`config.mk`:
```
export PLATFORM = sky130hd
export DESIGN_NAME = ysyx_24100005_lsu
export DESIGN_NICKNAME = d
export VERILOG_FILES = /design/src/rtl/ysyx_24100005_lsu.sv
export SDC_FILE = /design/constraint.sdc
export NUM_CORES = 1
export LEC_CHECK = 0
export CELL_PAD_IN_SITES_DETAIL_PLACEMENT = 1
export CELL_PAD_IN_SITES_GLOBAL_PLACEMENT = 1
export CORE_MARGIN = 2
export CORE_UTILIZATION = 37
export DETAILED_ROUTE_END_ITERATION = 10
export GPL_TIMING_DRIVEN = 0
export MAX_ROUTING_LAYER = met4
export PLACE_DENSITY_LB_ADDON = 0.1
export SLEW_MARGIN = 20
export SYNTH_ARGS = -nofsm -noshare
export SYNTH_HDL_FRONTEND = slang
export SYNTH_SLANG_ARGS = --single-unit
```
`constraint.sdc`:
```
create_clock -name clk -period 10.7 [get_ports clk]
set_clock_uncertainty 0.1 [all_clocks]
set_input_delay 2.14 -clock clk [delete_from_list [all_inputs] [get_ports clk]]
set_output_delay 2.14 -clock clk [all_outputs]
set_load 0.01 [all_outputs]
```
`src/rtl/ysyx_24100005_lsu.sv`:
```
// ysyx_24100005 load/store unit: valid/ready bridge between the execute stage and data
// memory with byte-lane alignment, load extension, error detection and a response timeout.
module ysyx_24100005_lsu #(
   parameter int DATA_W  = 32,
   parameter int ADDR_W  = 32,
   parameter int TIMEOUT = 255
) (
   input  logic                clk,
   input  logic                rst,
   input  logic                req_valid,
   output logic                req_ready,
   input  logic                req_we,
   input  logic [2:0]          req_funct3,
   input  logic [ADDR_W-1:0]   req_addr,
   input  logic [DATA_W-1:0]   req_wdata,
   output logic                resp_valid,
   input  logic                resp_ready,
   output logic [DATA_W-1:0]   resp_rdata,
   output logic                resp_err,
   output logic                mem_req_valid,
   input  logic                mem_req_ready,
   output logic                mem_we,
   output logic [ADDR_W-1:0]   mem_addr,
   output logic [DATA_W-1:0]   mem_wdata,
   output logic [DATA_W/8-1:0] mem_wmask,
   input  logic                mem_resp_valid,
   input  logic [DATA_W-1:0]   mem_rdata
);
   // state  | meaning
   // S_IDLE | ready for a core request
   // S_REQ  | memory request presented, waiting for mem_req_ready
   // S_WAIT | waiting for read data / write ack, timeout running
   // S_RESP | response presented, waiting for resp_ready

   localparam int NB    = DATA_W / 8;
   localparam int OFF_W = $clog2(NB);
   localparam int CNT_W = (TIMEOUT > 1) ? $clog2(TIMEOUT + 1) : 1;
   localparam logic [CNT_W-1:0] CNT_LOAD = (TIMEOUT > 0) ? CNT_W'(TIMEOUT - 1) : '0;

   typedef enum logic [1:0] {S_IDLE, S_REQ, S_WAIT, S_RESP} state_t;

   state_t             state;
   logic [CNT_W-1:0]   cnt;
   logic               r_we;
   logic [2:0]         r_funct3;
   logic [ADDR_W-1:0]  r_addr;
   logic [DATA_W-1:0]  r_wdata;
   logic [DATA_W-1:0]  r_rdata;
   logic               r_err;

   logic               legal;
   logic               aligned;
   logic [OFF_W-1:0]   off;
   logic [DATA_W-1:0]  shifted;
   logic [DATA_W-1:0]  ext;
   logic [NB-1:0]      lane_mask;

   always_comb begin
      legal = 1'b0;
      case (req_funct3)
         3'b000, 3'b001, 3'b010: legal = 1'b1;
         3'b011:                 legal = (DATA_W == 64);
         3'b100, 3'b101:         legal = !req_we;
         3'b110:                 legal = !req_we && (DATA_W == 64);
         default:                legal = 1'b0;
      endcase
   end

   always_comb begin
      aligned = 1'b1;
      case (req_funct3[1:0])
         2'b01:   aligned = (req_addr[0] == 1'b0);
         2'b10:   aligned = (req_addr[1:0] == 2'b00);
         2'b11:   aligned = (req_addr[2:0] == 3'b000);
         default: aligned = 1'b1;
      endcase
   end

   assign off     = r_addr[OFF_W-1:0];
   assign shifted = mem_rdata >> {off, 3'b000};

   always_comb begin
      ext = shifted;
      case (r_funct3)
         3'b000:  ext = DATA_W'($signed(shifted[7:0]));
         3'b001:  ext = DATA_W'($signed(shifted[15:0]));
         3'b010:  ext = DATA_W'($signed(shifted[31:0]));
         3'b100:  ext = DATA_W'(shifted[7:0]);
         3'b101:  ext = DATA_W'(shifted[15:0]);
         3'b110:  ext = DATA_W'(shifted[31:0]);
         default: ext = shifted;
      endcase
   end

   always_comb begin
      lane_mask = '1;
      case (r_funct3[1:0])
         2'b00:   lane_mask = NB'(1);
         2'b01:   lane_mask = NB'(3);
         2'b10:   lane_mask = NB'(15);
         default: lane_mask = '1;
      endcase
   end

   // Memory-side fields decode only from the latched request, so they stay stable in S_REQ.
   assign mem_addr      = {r_addr[ADDR_W-1:OFF_W], {OFF_W{1'b0}}};
   assign mem_wdata     = r_wdata << {off, 3'b000};
   assign mem_wmask     = r_we ? (lane_mask << off) : '0;
   assign mem_we        = r_we;
   assign mem_req_valid = (state == S_REQ);
   assign req_ready     = (state == S_IDLE);
   assign resp_valid    = (state == S_RESP);
   assign resp_rdata    = r_rdata;
   assign resp_err      = r_err;

   always_ff @(posedge clk or posedge rst) begin
      if (rst) begin
         state    <= S_IDLE;
         cnt      <= '0;
         r_we     <= 1'b0;
         r_funct3 <= 3'b000;
         r_addr   <= '0;
         r_wdata  <= '0;
         r_rdata  <= '0;
         r_err    <= 1'b0;
      end else begin
         case (state)
            S_IDLE: begin
               if (req_valid) begin
                  r_we     <= req_we;
                  r_funct3 <= req_funct3;
                  r_addr   <= req_addr;
                  r_wdata  <= req_wdata;
                  r_rdata  <= '0;
                  if (legal && aligned) begin
                     r_err <= 1'b0;
                     state <= S_REQ;
                  end else begin
                     r_err <= 1'b1;
                     state <= S_RESP;
                  end
               end
            end
            S_REQ: begin
               if (mem_req_ready) begin
                  cnt   <= CNT_LOAD;
                  state <= S_WAIT;
               end
            end
            S_WAIT: begin
               if (mem_resp_valid) begin
                  r_rdata <= r_we ? '0 : ext;
                  state   <= S_RESP;
               end else if (cnt != '0) begin
                  cnt <= cnt - 1'b1;
               end else if (TIMEOUT != 0) begin
                  r_err   <= 1'b1;
                  r_rdata <= '0;
                  state   <= S_RESP;
               end
            end
            S_RESP: begin
               if (resp_ready) state <= S_IDLE;
            end
            default: state <= S_IDLE;
         endcase
      end
   end
endmodule
```
# Yosys cells after proc, flatten, opt, wreduce, memory -nomap -nowiden
# Cells that the tools add are included.
[totals]
reg_bits = 111
in_bits = 106
out_inout_bits = 105
[classes]
n_addsub = 1
eq_ne = 21
shift = 3
muxes = 26
bitwise = 1
reduce_logical = 18
[ops]
columns = ["operator", "n"]
rows = [
  ["32-bit two-way mux", 4],
  ["32-bit case mux with 4 select lines", 1],
  ["32-bit case mux with 2 select lines", 1],
  ["32-bit by 5-bit << shifter with 32-bit output", 1],
  ["32-bit by 5-bit >> shifter with 32-bit output", 1],
  ["8-bit two-way mux", 3],
  ["8-bit case mux with 2 select lines", 1],
  ["3-bit equality test (second input constant)", 4],
  ["2-bit two-way mux", 6],
  ["4-bit AND reduction", 3],
  ["3-bit logical NOT", 3],
  ["2-bit equality test (second input constant)", 4],
  ["2-bit inequality test (second input constant)", 4],
  ["2-bit case mux with 4 select lines", 1],
  ["4-bit case mux with 2 select lines", 1],
  ["8-bit nonzero test", 1],
  ["8-bit by 1-bit subtractor with 8-bit output (second input constant)", 1],
  ["2-bit by 1-bit equality test with 1-bit output (second input constant)", 3],
  ["3-bit by 1-bit equality test with 1-bit output (second input constant)", 2],
  ["2-bit logical NOT", 3],
  ["1-bit two-way mux", 4],
  ["4-bit two-way mux", 1],
  ["2-bit by 1-bit inequality test with 1-bit output (second input constant)", 2],
  ["1-bit case mux with 2 select lines", 2],
  ["12 further kinds", 13],
]

# Logic depth before layout (Yosys ltp)
# Gate-level depths: netlist of run 1.
[depth]
ltp_word = 7
depth_mapped = 9
mapped_depth_nobuf = 6

# Least setup slack after synthesis of run 1
# No wires, ideal clock.
[synth_path]
path_kind = "reg-to-output"
startpoint = "register r_addr[0]"
endpoint = "output mem_wmask[1]"
arrival_ns = 1.506
required_ns = 8.460
setup_slack_ns = 6.954
stages_incl_launch_ff = 7
n_path_buf = 4
cell_sequence = "dfrtp_1 buf_2 buf_2 buf_2 buf_2 nor2_1 nor3b_1"
[synth_between]
elab_chain_len = 2
[synth_rtl]
columns = ["item", "line", "source"]
rows = [
  ["start: declaration", "46", "logic [ADDR_W-1:0] r_addr;"],
  ["start signal: assignment", "132", "r_addr <= req_addr;"],
  ["4-bit by 2-bit << shifter with 4-bit output", "108", "assign mem_wmask = r_we ? (lane_mask << off) : '0;"],
  ["4-bit two-way mux", "108", ""],
  ["end: declaration", "25", "output logic [DATA_W/8-1:0] mem_wmask,"],
]
# No other way between the ends.

# Final worst setup path of run 1
[layout_path]
startpoint = "register r_addr[1]"
endpoint = "output mem_wdata[10]"
[layout_between]
elab_chain_len = 1
[layout_rtl]
columns = ["item", "line", "source"]
rows = [
  ["32-bit by 5-bit << shifter with 32-bit output", "107", "assign mem_wdata = r_wdata << {off, 3'b000};"],
  ["end: declaration", "24", "output logic [DATA_W-1:0] mem_wdata,"],
]
# No other way between the ends.

==> results.md, run 1 <==
- Status: complete, no violations
- Min-delay worst type: register to register
- Final ANT Viol Nets: 0
- CTS sink cnt: 111
- Setup CP Type: register to primary output
- Final Cycle Share: 48.6%
- Worst skew pair latency: 350 ps
- Critical path origin: r_addr[1]
- Synth Register Bits: 111
- Clock root cell: clkbuf_16
- Post-DR wirelength/cell: 20.1 um
- Levels on crit path: 6
- Reg-to-Reg End: resp_rdata[21]
- Die Wd: 130 um
- Mapped cell area: 5920 um2
- H-tree depth: 3
- Die H: roughly 130 um
- Vias post-DR: 5040
- Tightest Pin Transition: 700 ps
- Max cap viols: 0
- Core area: around 16000 um2
- CP max-delay cell: clkbuf_1
- Post-CTS Setup Repair Bufs: 0
- Setup slack, reg-to-reg: roughly 8000 ps
- Fin cells: 979
- Pre-CTS WS: ~5900 ps
- Crit-path most repeated cell: clkbuf_1
- I/O pins: 211
- # nets final: 870
- Netlist cell types: 53
- Congestion Overflow GR: 0
- Pwr/cell area: 296 nW/um2
- TritonRoute pass-1 iters: 4
- Critical-path cell list: buf_2, clkbuf_1, clkbuf_1, buf_1, nor2_1, clkdlybuf4s50_1
- Ys async rst share: 100%
- Number of synthesized flops with an enable pin: 0
- F_max: between 0.15 and 0.2 GHz
- Synth cell count leaders: dfrtp_1 (111), mux2_2 (75), o21ai_0 (46)
- DRC violations left: 0
- Area grow syn2layout: 45.6%
- Initial DRC Count: between 200 and 300
- Critical Path RT: between 8000 and 9000 ps
- Clock Pin Slew Worst Setup and Hold Paths: about 70 ps
- Inserted Clock Buffers: 9
- CTS tree: yes
- Lkg Pwr: 3.58 nW
- Final Worst Setup Slack: 5500 ps
- Slew Limit Fails: 0
- Full die area: between 15000 and 20000 um2
- Arrival time at the worst endpoint: 2960 ps
- Sequential-to-total area share from yosys stat: 47.0%
- Setup TNS: 0 ps
- Worst rel slew slack: 52.0%
- Largest net degree at the start of global routing: 66
- Placed cells: between 900 and 1000
- Post-CTS Resized: 0
- Post-Syn Area per Cell: 11.0 um2
- CTS Buffer Depth: 2
- Ys flop type: dfrtp_1
- # diodes: 0
- Placer Congestion: approximately 0.8
- Total GRT Usage: 24.1%
- Dominant cell type by area after synthesis: dfrtp_1
- Critical path capture point: mem_wdata[10]
- Hold buffers post-CTS: 0
- Syn Inst Count: 537
- Fin. Hold Viols: 0
- Vias in the first global route: ~5500
- RSZ-0062 raised after global routing: no
- Final count of negative-setup-slack endpoints: 0
- Initial Utilization: 37.5%
- Peak supply drop: 0.153 mV
- DRT Wirelength: roughly 20000 um
- CP top delay family: buffers and inverters
- Antenna violations before repair: 0
- Port Buffer Count: 208
- HPWL Detailed: 14700 um
- CP endpoint kind: primary output
- Count leader, synth: dfrtp_1
- Reg-to-reg critical path startpoint: state[0]
- Synth Warn #: 0
- Via density: 5.15
- CP Buf/Inv Count: 5
- First-pass GRT wire length: 30200 um
- Yosys top cell area share: 47.0%
- FF-to-FF path depth: 6
- Number of fill cells: 1750
- Minimum clock period: 5200 ps
- Crit-path max cell delay: 520 ps
- Top post-synthesis cells by area: dfrtp_1 (47%), mux2_2 (14%), mux2i_1 (5.9%), buf_4 (4.1%), o21ai_0 (3.9%)
- Std-Cell Rows: 46
- Layout cells sized above 1: 19.8%
- CP Max Fanout: 10
- Worst Setup Start Kind: register
routing by layer:
layer	global-route usage (%)	part of all wire, %
met5	-	0
met1	29.5	42
met2	40.3	50
met4	7.57	1.9
met3	5.05	6.4
cell type report:
class,instances,area (um2),share of cell area (%)
clock buffers,12,256,2.98
flip-flops and latches,111,2780,32.2
well taps,216,270,3.14
inverters,8,35.0,0.407
repair buffers,209,2110,24.5
clock inverters,4,52.6,0.610
plain buffers,68,417,4.84
multi-input cells,351,2700,31.3
where the power goes:
part	leakage [nW]	switching [mW]	internal, mW
sequential	1.35	0.126	0.600
combinational	2.07	0.678	0.786
clock	0.153	0.163	0.196
cell families after synthesis:
family | Yosys count | synth area share, %
AOI/OAI and AO/OA | 122 | 13.0
adders and majority gates | 6 | 1.27
buffers and inverters | 76 | 7.55
DFF | 111 | 47.0
muxes | 111 | 20.6
other | 1 | 0.0634
and+or+nand+nor | 110 | 10.5
worst min-delay path by stage:
| stage | from | to | slack, ps | cells past startpoint |
|---|---|---|---|---|
| 4_1_cts | resp_rdata[15] | resp_rdata[15] | 400 | 1 |
| 3_5_place_dp | resp_rdata[15] | resp_rdata[15] | 380 | 1 |
| 2_1_floorplan | r_wdata[31] | r_wdata[31] | 370 | 1 |
| 6_report | resp_rdata[15] | resp_rdata[15] | 400 | 1 |
| 3_3_place_gp | r_wdata[24] | r_wdata[24] | 380 | 1 |
| 5_1_grt | resp_rdata[8] | resp_rdata[8] | 420 | 1 |
per-stage QoR:
stage	power [mW]	cell area [um2]	hold WS [ps]	util (%)
6_report	2.55	8610	400	54.6
3_3_place_gp	2.15	8270	381	52.5
4_1_cts	2.58	8610	400	54.6
3_5_place_dp	2.20	8300	382	52.7
2_1_floorplan	1.52	5920	371	-
5_1_grt	2.71	8610	418	54.6
cell usage in the layout, fill, tap and decap left out, types with 12 or more instances in the layout:
cell and count:
clkdlybuf4s50_1 208, dfrtp_1 111, mux2_2 75, o21ai_0 46, mux2i_1 35, buf_4 32, nand2_1 29, a21oi_1 19
o211ai_1 17, nor2_1 16, clkbuf_1 13, buf_2 12, nand3_1 12
state kept, by name, indices dropped and copies added, names as in the netlist:
signal      cells
state           2
resp_err        1
resp_rdata     32
r_funct3        3
mem_we          1
cnt             8
r_wdata        32
r_addr         32
(Power assumes the default switching activity.)
==> run 2: changes to the inputs <==
--- a/config.mk
+++ b/config.mk
@@ -8,7 +8,7 @@
 export CELL_PAD_IN_SITES_DETAIL_PLACEMENT = 1
 export CELL_PAD_IN_SITES_GLOBAL_PLACEMENT = 1
 export CORE_MARGIN = 2
-export CORE_UTILIZATION = 37
+export CORE_UTILIZATION = 35
 export DETAILED_ROUTE_END_ITERATION = 10
 export GPL_TIMING_DRIVEN = 0
 export MAX_ROUTING_LAYER = met4
==> constraint.sdc (replaced) <==
create_clock -name clk -period 4.94 [get_ports clk]
set_clock_uncertainty 0.1 [all_clocks]
set_input_delay 0.988 -clock clk [delete_from_list [all_inputs] [get_ports clk]]
set_output_delay 0.988 -clock clk [all_outputs]
set_load 0.01 [all_outputs]
==> run 2 against run 1 <==
  * Clock power increased by 110%
  * Sequential share of layout area about the same
  * Sequential cell count unchanged
  * Design area about the same
  * Sequential power increased by 120%
  * Hold slack improved by 0.81 ps
  * Global-route usage decreased by 1.7 points
  * Critical path depth unchanged
  * Register-to-register slack got worse by 5900 ps
  * Count of clock-buffer cells in the layout decreased by 2
==> results.md, run 2 (synthesis results as in run 1) <==
- Min-delay worst type: register to register
- DRC violations left: 0
- Status: complete, no violations
- Final Cycle Share: 81.6%
- Clock Pin Slew Worst Setup and Hold Paths: 80 ps
- FF-to-FF path depth: 7
- Post-DR wirelength/cell: between 15 and 20 um
- Met2 WL: 9330 um
- Minimum clock period: 4030 ps
- H-tree depth: 3
- Std-Cell Rows: 47
- Area grow syn2layout: 45.6%
- Die Wd: roughly 130 um
- RSZ-0062 raised after global routing: no
- Switching Power: between 2 and 2.5 mW
- # diodes: 0
- Die H: 134 um
- DR top layer: met4
- Pre-CTS WS: 1290 ps
- Crit-path most repeated cell: clkbuf_1
- Congestion Overflow GR: 0
- Fin. Hold Viols: 0
- Final Worst Setup Slack: 908 ps
- Levels on crit path: 6
- Worst skew pair latency: 350 ps
- Crit-path max cell delay: 520 ps
- Setup TNS: 0 ps
- Slew Limit Fails: 0
- Total GRT Usage: between 20% and 30%
- TritonRoute pass-1 iters: 4
- F_max: 0.248 GHz
- Post-placement cell area: between 8000 and 9000 um2
- Full die area: around 18000 um2
- Tightest Pin Transition: 803 ps
- CP Max Fanout: 10
- Antenna violations before repair: 0
- Final ANT Viol Nets: 0
- Hold buffers post-CTS: 0
- Initial Utilization: 35.8%
- Total power draw: 5.49 mW
- CP max-delay cell: clkbuf_1
- Arrival time at the worst endpoint: 2940 ps
- Post-CTS Setup Repair Bufs: 0
- CTS sink cnt: between 100 and 150
- Commonest non-fill, non-tap cells in the layout: clkdlybuf4s50_1 (208), dfrtp_1 (111), mux2_2 (75)
- Core area: 16500 um2
- CP Buf/Inv Count: 5
- I/O pins: 211
- CP top delay family: buffers and inverters
- Worst rel slew slack: 44.9%
- Hold path cells: 1
- Inserted Clock Buffers: 9
- Layout cells sized above 1: 19.9%
- Max cap viols: 0
- CP endpoint kind: primary output
- Setup CP Type: register to primary output
- Largest net degree at the start of global routing: 60
- DRT Wirelength: ~19000 um
- Number of fill cells: about 1800
- Clock root cell: clkbuf_16
- Most common cell after layout, fill and taps aside: clkdlybuf4s50_1
- HPWL Detailed: 14800 um
- Met3 routed WL: 1270 um
- Placer Congestion: a little over 0.8
- Post-route cell area: ~8600 um2
- Seq pwr share: 28.8%
- Worst Setup Start Kind: register
- Lkg Pwr: 3.57 nW
- Post-CTS Resized: 0
- Critical Path RT: between 3000 and 4000 ps
- Final count of negative-setup-slack endpoints: 0
- Peak supply drop: 0.331 mV
- Pwr/cell area: around 640 nW/um2
- Vias in the first global route: 5625
- CTS Buffer Depth: 2
- Met1 Wirelength: 8320 um
- Switching Share: 37.9%
- Clk pwr share: 13.9%
- CTS tree: yes
- Critical-path cell list: buf_2, clkbuf_1, clkbuf_1, buf_1, a21oi_1, clkdlybuf4s50_1
- First-pass GRT wire length: 30400 um
- Internal power: approximately 3.4 mW
- Initial DRC Count: 152
- Vias post-DR: between 5000 and 6000
- Via density: 5.09
- Port Buffer Count: 208
- Combinational power share: 57.3%
- # nets final: 870
[run 2: through the flow]
step                cells  hold WS, ps  utilization, %
finish                983          401            52.1
global route          983          417            52.1
CTS                   983          404            52.1
detailed placement    967          387            50.3
global placement      966          380            50.1
floorplan             538          371               -
[run 2: per-layer routing]
layer,up-vias,track usage [%]
li1,2335,-
met1,2493,27.6
met2,160,37.4
met3,18,5.25
met4,0,5.73
met5,-,-
[run 2: final timing paths]
kind,start,end,slack (ps)
worst max-delay path,r_addr[1],mem_wdata[31],910
worst min-delay path,r_wdata[30],r_wdata[30],400
worst max register to register,state[0],resp_rdata[30],2310
worst min register to register,r_wdata[30],r_wdata[30],400
max in group asynchronous,rst,resp_rdata[18],3100
min in group asynchronous,rst,r_addr[22],950
[run 2: layout make-up]
type | count | area [um2] | share of cell area [%]
inverters | 8 | 35.0 | 0.407
plain buffers | 68 | 417 | 4.84
multi-input cells | 351 | 2700 | 31.3
well taps | 220 | 275 | 3.19
flip-flops and latches | 111 | 2780 | 32.2
repair buffers | 209 | 2110 | 24.5
clock buffers | 10 | 239 | 2.77
clock inverters | 6 | 67.6 | 0.784
[run 2: power groups by stage]
| stage | logic (mW) | registers, mW | clock network, mW |
|---|---|---|---|
| floorplan | 1.75 | 1.54 | 0 |
| global placement | 3.07 | 1.57 | 0 |
| detailed placement | 3.16 | 1.59 | 0 |
| CTS | 3.18 | 1.58 | 0.788 |
| global route | 3.39 | 1.64 | 0.820 |
| finish | 3.15 | 1.58 | 0.762 |
